### src/rtl/kernel_ctrl_s_axi_n.sv
// kernel_ctrl_s_axi_n
// AXI4-Lite control slave for an RTL kernel. It exposes the kernel control
// word (ap_start / ap_done / ap_idle / ap_ready / auto_restart), an interrupt
// controller (GIE / IER / ISR) and C_NUM_ARGS 64-bit argument registers.
//
// Ports:
//   aclk, aresetn, aclk_en         clock, sync active-low reset, clock enable
//   aw*/w*/b*                      AXI-Lite write address / data / response
//   ar*/r*                         AXI-Lite read address / data
//   ap_start                       start request to the kernel
//   ap_ready, ap_done, ap_idle     kernel handshake inputs (pulse, pulse, level)
//   args                           argument i = args[64*i +: 64]
//   interrupt                      level interrupt = GIE & |ISR
module kernel_ctrl_s_axi_n #(
  parameter int C_ADDR_WIDTH = 12,
  parameter int C_DATA_WIDTH = 32,
  parameter int C_NUM_ARGS   = 4
) (
  input  logic                      aclk,
  input  logic                      aresetn,
  input  logic                      aclk_en,
  input  logic                      awvalid,
  output logic                      awready,
  input  logic [C_ADDR_WIDTH-1:0]   awaddr,
  input  logic                      wvalid,
  output logic                      wready,
  input  logic [C_DATA_WIDTH-1:0]   wdata,
  input  logic [C_DATA_WIDTH/8-1:0] wstrb,
  output logic                      bvalid,
  input  logic                      bready,
  output logic [1:0]                bresp,
  input  logic                      arvalid,
  output logic                      arready,
  input  logic [C_ADDR_WIDTH-1:0]   araddr,
  output logic                      rvalid,
  input  logic                      rready,
  output logic [C_DATA_WIDTH-1:0]   rdata,
  output logic [1:0]                rresp,
  output logic                      ap_start,
  input  logic                      ap_ready,
  input  logic                      ap_done,
  input  logic                      ap_idle,
  output logic [64*C_NUM_ARGS-1:0]  args,
  output logic                      interrupt
);

  // Registers are decoded on 32-bit word addresses.
  localparam int WORD_W = C_ADDR_WIDTH - 2;

  typedef enum logic [1:0] {WRIDLE, WRDATA, WRRESP} wr_state_t;
  typedef enum logic       {RDIDLE, RDDATA}         rd_state_t;

  wr_state_t wr_state_reg, wr_state_next;
  rd_state_t rd_state_reg, rd_state_next;

  logic [WORD_W-1:0]       waddr_reg;
  logic [WORD_W-1:0]       rd_word;
  logic [C_DATA_WIDTH-1:0] rdata_reg, rd_mux;
  logic                    ap_start_reg, auto_restart_reg, done_reg, ready_reg;
  logic                    gie_reg;
  logic [1:0]              ier_reg, isr_reg;
  logic                    aw_hs, w_hs, ar_hs, wr_en, rd_en;
  logic                    wr_ctrl, wr_isr, rd_ctrl;
  logic                    unused_addr_bits;

  assign unused_addr_bits = ^{awaddr[1:0], araddr[1:0]};

  // ---------------- write channel FSM ----------------
  always_ff @(posedge aclk) begin
    if (!aresetn)
      wr_state_reg <= WRIDLE;
    else if (aclk_en)
      wr_state_reg <= wr_state_next;
  end

  always_comb begin
    wr_state_next = wr_state_reg;
    awready       = 1'b0;
    wready        = 1'b0;
    bvalid        = 1'b0;
    case (wr_state_reg)
      WRIDLE: begin
        awready = aresetn;
        if (awvalid) wr_state_next = WRDATA;
      end
      WRDATA: begin
        wready = 1'b1;
        if (wvalid) wr_state_next = WRRESP;
      end
      WRRESP: begin
        bvalid = 1'b1;
        if (bready) wr_state_next = WRIDLE;
      end
      default: wr_state_next = WRIDLE;
    endcase
  end

  // ---------------- read channel FSM ----------------
  always_ff @(posedge aclk) begin
    if (!aresetn)
      rd_state_reg <= RDIDLE;
    else if (aclk_en)
      rd_state_reg <= rd_state_next;
  end

  always_comb begin
    rd_state_next = rd_state_reg;
    arready       = 1'b0;
    rvalid        = 1'b0;
    case (rd_state_reg)
      RDIDLE: begin
        arready = aresetn;
        if (arvalid) rd_state_next = RDDATA;
      end
      RDDATA: begin
        rvalid = 1'b1;
        if (rready) rd_state_next = RDIDLE;
      end
      default: rd_state_next = RDIDLE;
    endcase
  end

  assign aw_hs   = awvalid & awready;
  assign w_hs    = wvalid & wready;
  assign ar_hs   = arvalid & arready;
  assign wr_en   = w_hs & aclk_en;
  assign rd_en   = ar_hs & aclk_en;
  assign rd_word = araddr[C_ADDR_WIDTH-1:2];
  assign wr_ctrl = wr_en && (waddr_reg == WORD_W'(0)) && wstrb[0];
  assign wr_isr  = wr_en && (waddr_reg == WORD_W'(3)) && wstrb[0];
  assign rd_ctrl = rd_en && (rd_word == WORD_W'(0));

  always_ff @(posedge aclk) begin
    if (!aresetn)
      waddr_reg <= '0;
    else if (aclk_en && aw_hs)
      waddr_reg <= awaddr[C_ADDR_WIDTH-1:2];
  end

  // ---------------- control / interrupt registers ----------------
  always_ff @(posedge aclk) begin
    if (!aresetn) begin
      ap_start_reg     <= 1'b0;
      auto_restart_reg <= 1'b0;
      done_reg         <= 1'b0;
      ready_reg        <= 1'b0;
      gie_reg          <= 1'b0;
      ier_reg          <= 2'b00;
      isr_reg          <= 2'b00;
      rdata_reg        <= '0;
    end else if (aclk_en) begin
      // A host set beats a same-cycle ap_ready; auto_restart keeps start high.
      if (wr_ctrl && wdata[0])
        ap_start_reg <= 1'b1;
      else if (ap_ready && !auto_restart_reg)
        ap_start_reg <= 1'b0;
      if (wr_ctrl)
        auto_restart_reg <= wdata[7];
      // Sticky status: a new event wins over the read-clear.
      if (ap_done)
        done_reg <= 1'b1;
      else if (rd_ctrl)
        done_reg <= 1'b0;
      if (ap_ready)
        ready_reg <= 1'b1;
      else if (rd_ctrl)
        ready_reg <= 1'b0;
      if (wr_en && (waddr_reg == WORD_W'(1)) && wstrb[0])
        gie_reg <= wdata[0];
      if (wr_en && (waddr_reg == WORD_W'(2)) && wstrb[0])
        ier_reg <= wdata[1:0];
      // Toggle-on-write, with enabled events forcing bits set.
      isr_reg <= {ap_ready & ier_reg[1], ap_done & ier_reg[0]}
               | (isr_reg ^ (wr_isr ? wdata[1:0] : 2'b00));
      // rdata captures pre-update values, so same-edge writes/clears are not seen.
      if (rd_en)
        rdata_reg <= rd_mux;
    end
  end

  // ---------------- argument registers ----------------
  genvar gi;
  generate
    for (gi = 0; gi < C_NUM_ARGS; gi++) begin : g_arg
      logic [63:0] arg_reg;
      logic        wr_lo, wr_hi;
      assign wr_lo = wr_en && (waddr_reg == WORD_W'(4 + 2*gi));
      assign wr_hi = wr_en && (waddr_reg == WORD_W'(5 + 2*gi));
      always_ff @(posedge aclk) begin
        if (!aresetn) begin
          arg_reg <= '0;
        end else if (aclk_en) begin
          for (int b = 0; b < 4; b++) begin
            if (wr_lo && wstrb[b]) arg_reg[8*b +: 8]      <= wdata[8*b +: 8];
            if (wr_hi && wstrb[b]) arg_reg[32 + 8*b +: 8] <= wdata[8*b +: 8];
          end
        end
      end
      assign args[64*gi +: 64] = arg_reg;
    end
  endgenerate

  // ---------------- read decode ----------------
  always_comb begin
    rd_mux = '0;
    case (rd_word)
      WORD_W'(0): rd_mux = {24'b0, auto_restart_reg, 3'b0, ready_reg, ap_idle, done_reg, ap_start_reg};
      WORD_W'(1): rd_mux = {31'b0, gie_reg};
      WORD_W'(2): rd_mux = {30'b0, ier_reg};
      WORD_W'(3): rd_mux = {30'b0, isr_reg};
      default: begin
        for (int i = 0; i < C_NUM_ARGS; i++) begin
          if (rd_word == WORD_W'(4 + 2*i)) rd_mux = args[64*i +: 32];
          if (rd_word == WORD_W'(5 + 2*i)) rd_mux = args[64*i + 32 +: 32];
        end
      end
    endcase
  end

  assign rdata     = rdata_reg;
  assign bresp     = 2'b00;
  assign rresp     = 2'b00;
  assign ap_start  = ap_start_reg;
  assign interrupt = gie_reg & (isr_reg[0] | isr_reg[1]);

endmodule

### config.mk
export PLATFORM = sky130hd
export DESIGN_NAME = kernel_ctrl_s_axi_n
export DESIGN_NICKNAME = d
export VERILOG_FILES = /design/src/rtl/kernel_ctrl_s_axi_n.sv
export SDC_FILE = /design/constraint.sdc
export NUM_CORES = 1
export LEC_CHECK = 0
export ABC_CLOCK_PERIOD_IN_PS = 2300
export CAP_MARGIN = 20
export CORE_MARGIN = 4
export CORE_UTILIZATION = 45
export CTS_BUF_LIST = sky130_fd_sc_hd__clkbuf_8
export CTS_CLUSTER_DIAMETER = 40
export DETAILED_ROUTE_END_ITERATION = 10
export DONT_BUFFER_PORTS = 1
export PLACE_DENSITY = 0.59
export SYNTH_ARGS = -nofsm -noshare
export SYNTH_HDL_FRONTEND = slang
export SYNTH_SLANG_ARGS = --single-unit
### constraint.sdc
create_clock -name aclk -period 2.3 [get_ports aclk]
set_input_delay 0.46 -clock aclk [delete_from_list [all_inputs] [get_ports aclk]]
set_output_delay 0.46 -clock aclk [all_outputs]
set_load 0.01 [all_outputs]
==> impl_metrics.json <==
{
  "outcome": "finished clean",
  "startpoint": "rd_state_reg",
  "numCtsBuffers": 56,
  "crit_path_max_incr_delay_ps": 540,
  "r2r_start": "rd_state_reg",
  "maxSlewViolCount": 0,
  "place_hpwl_mm": 34.9,
  "vias": 13161,
  "cts.sinks": 310,
  "end_kind": "register",
  "skew_ps": 32.2,
  "hold_viol": 0,
  "ys_ff_latch": 310,
  "path_clk_slew_ps": 60,
  "post-synth-top-count-cell": "nand2_1",
  "synth_edf_count": 0,
  "synth_top_cell_area_share": 0.427,
  "synth-seq-area-share": 0.427,
  "die_area_um2": 35300,
  "cpMaxStageDelayCell": "dlygate4sd3_1",
  "hp-class": "input port to register",
  "tritoncts": "yes",
  "vdd_ir_drop_max_uv": 443,
  "crit_required_ps": 2790,
  "postSynthAreaPerCell_um2": 8.41,
  "largest_reg_flops": 256,
  "synth.largest_area_cell": "dfxtp_1",
  "critPathMaxFanout": 20,
  "synthTopCellsByCount": "nand2_1 (353), dfxtp_1 (310), o21ai_0 (181)",
  "syn_inst": 1731,
  "drive_gt1_frac": 0.128,
  "yosys_most_used_dff": "dfxtp_1",
  "htree_levels": 2,
  "synth_area_um2": 14600,
  "holdWs_ps": 17.8,
  "hp-start": "aresetn",
  "power_density_nw_per_um2": 680,
  "die_y_um": 188,
  "area_growth_pct": 16.4,
  "initialDrtViolationCount": 1182,
  "grt_usage": 0.289,
  "first_pass_iters": 5,
  "power.total_mw": 11.5,
  "p_leak_nw": 5.61,
  "yosysUniqueCellTypes": 51,
  "viasPerCell": 5.97,
  "route.detailed.drc": 0,
  "dieWidth_um": 188,
  "crit_buf_inv": 3,
  "overflow": 0,
  "cts.path.max_buffers": 3,
  "layout.nets": 1833,
  "tightest_slew_ps": 775,
  "ys_warn_count": 0,
  "critical_path.startpoint_type": "register",
  "cp_top_family": "buffers and inverters",
  "boundaryPins": 370,
  "place.gp.congestion": 0.823,
  "root_buffer": "clkbuf_8",
  "crit_arrival_ps": 2710,
  "start_util": 0.459,
  "fin_setup_tns_ps": 0,
  "rows": 65,
  "cp_cell_sequence": "nand3b_1, buf_12, nor3_1, buf_4, a22o_1, a32o_1, dlygate4sd3_1",
  "fmax_mhz": 451,
  "path_class": "register to register",
  "routed_wl_mm": 53.4,
  "finalCritPeriodShare": 0.964,
  "async_flop_share": 0,
  "maxCapViolCount": 0,
  "fin_crit_ps": 2220,
  "setup_violations": 0,
  "grt_pass1_vias": 12776,
  "core-area_um2": 31700,
  "synth_area_leaders": "dfxtp_1 (43%), nand2_1 (9.1%), a21boi_0 (8.4%), mux2i_1 (6.7%), o21ai_0 (6.2%)",
  "io_buffers": 0,
  "ant_nets": 0,
  "rsz0062_at_grt": "yes",
  "slew_headroom": 0.482,
  "grt_pass1_wl_mm": 80.7,
  "routedWlPerCell_um": 24.2,
  "grt_max_degree": 295,
  "clock_latency_ps": 630,
  "antenna_found_initial": 2
}
report_power, final:
group | leakage (nW) | internal [mW] | switching [mW]
logic | 2.44 | 0.254 | 0.326
clock network | 0.668 | 3.17 | 2.36
registers | 2.50 | 5.39 | 0.0167
total | 5.61 | 8.80 | 2.71
final cells by class:
type,count,area [um^2]
clock inverters,28,225
flip-flops and latches,310,6210
well taps,402,503
inverters,4,15.0
diodes,1,2.50
clock buffers,70,963
fillers,2983,14800
multi-input cells,1262,7750
repair buffers,128,1270
cell families after synthesis:
| group | Yosys count | share of synthesized area |
|---|---|---|
| buffers and inverters | 162 | 0.0467 |
| muxes | 129 | 0.0954 |
| other | 1 | 0.000258 |
| DFF | 310 | 0.427 |
| and+or+nand+nor | 567 | 0.183 |
| AOI/OAI and AO/OA | 562 | 0.248 |
per-layer routing:
metal / up-vias / global-route usage / share of wire
met4: 0 / 0.0920 / 0.028
met2: 605 / 0.462 / 0.45
met5: - / 0 / 0
met3: 97 / 0.106 / 0.11
met1: 6341 / 0.365 / 0.41
li1: 6118 / - / -
per-stage QoR:
stage	setup WS (ps)	cells	util	instance area, um^2
2_1_floorplan	252	1734	-	14600
3_3_place_gp	-32.9	2040	0.474	15000
3_5_place_dp	-75.5	2040	0.474	15000
4_1_cts	8.27	2197	0.530	16800
5_1_grt	-3.34	2205	0.534	16900
6_report	83.7	2205	0.534	16900
worst reg2reg max path: stages (launching register included):
cell	delay, ps
dfxtp_1	430
nand3b_1	290
buf_12	210
nor3_1	70
buf_4	150
a22o_1	180
a32o_1	190
dlygate4sd3_1	540
path summary, 6_finish.rpt:
| check | slack [ps] | cells past startpoint | end |
|---|---|---|---|
| setup / recovery | 80 | 7 | rdata[6] |
| hold / removal | 20 | 1 | ier_reg[0] |
| setup reg to reg | 80 | 7 | rdata[6] |
| hold reg to reg | 510 | 2 | g_arg[0].arg_reg[18] |
timing repair:
| action | CTS | global route |
|---|---|---|
| buffers inserted | 0 | 4 |
| hold buffers | 59 | 3 |
| gates resized for setup | 0 | 17 |
| endpoints found under the hold margin | 285 | 21 |
| endpoints found under the setup margin | 0 | 70 |
placed cells by master (no fill, tap or decap), types with 48 or more instances in the layout:
cell             n
o21ai_0        180
clkbuf_8        70
dfxtp_1        310
mux2i_1         97
nor2b_1         64
buf_4           54
a21boi_1        55
nand2_1        350
a21oi_1         60
dlygate4sd3_1   62
a21boi_0       162
o22ai_1         48
Note: power is estimated with default switching activity, not from simulation.
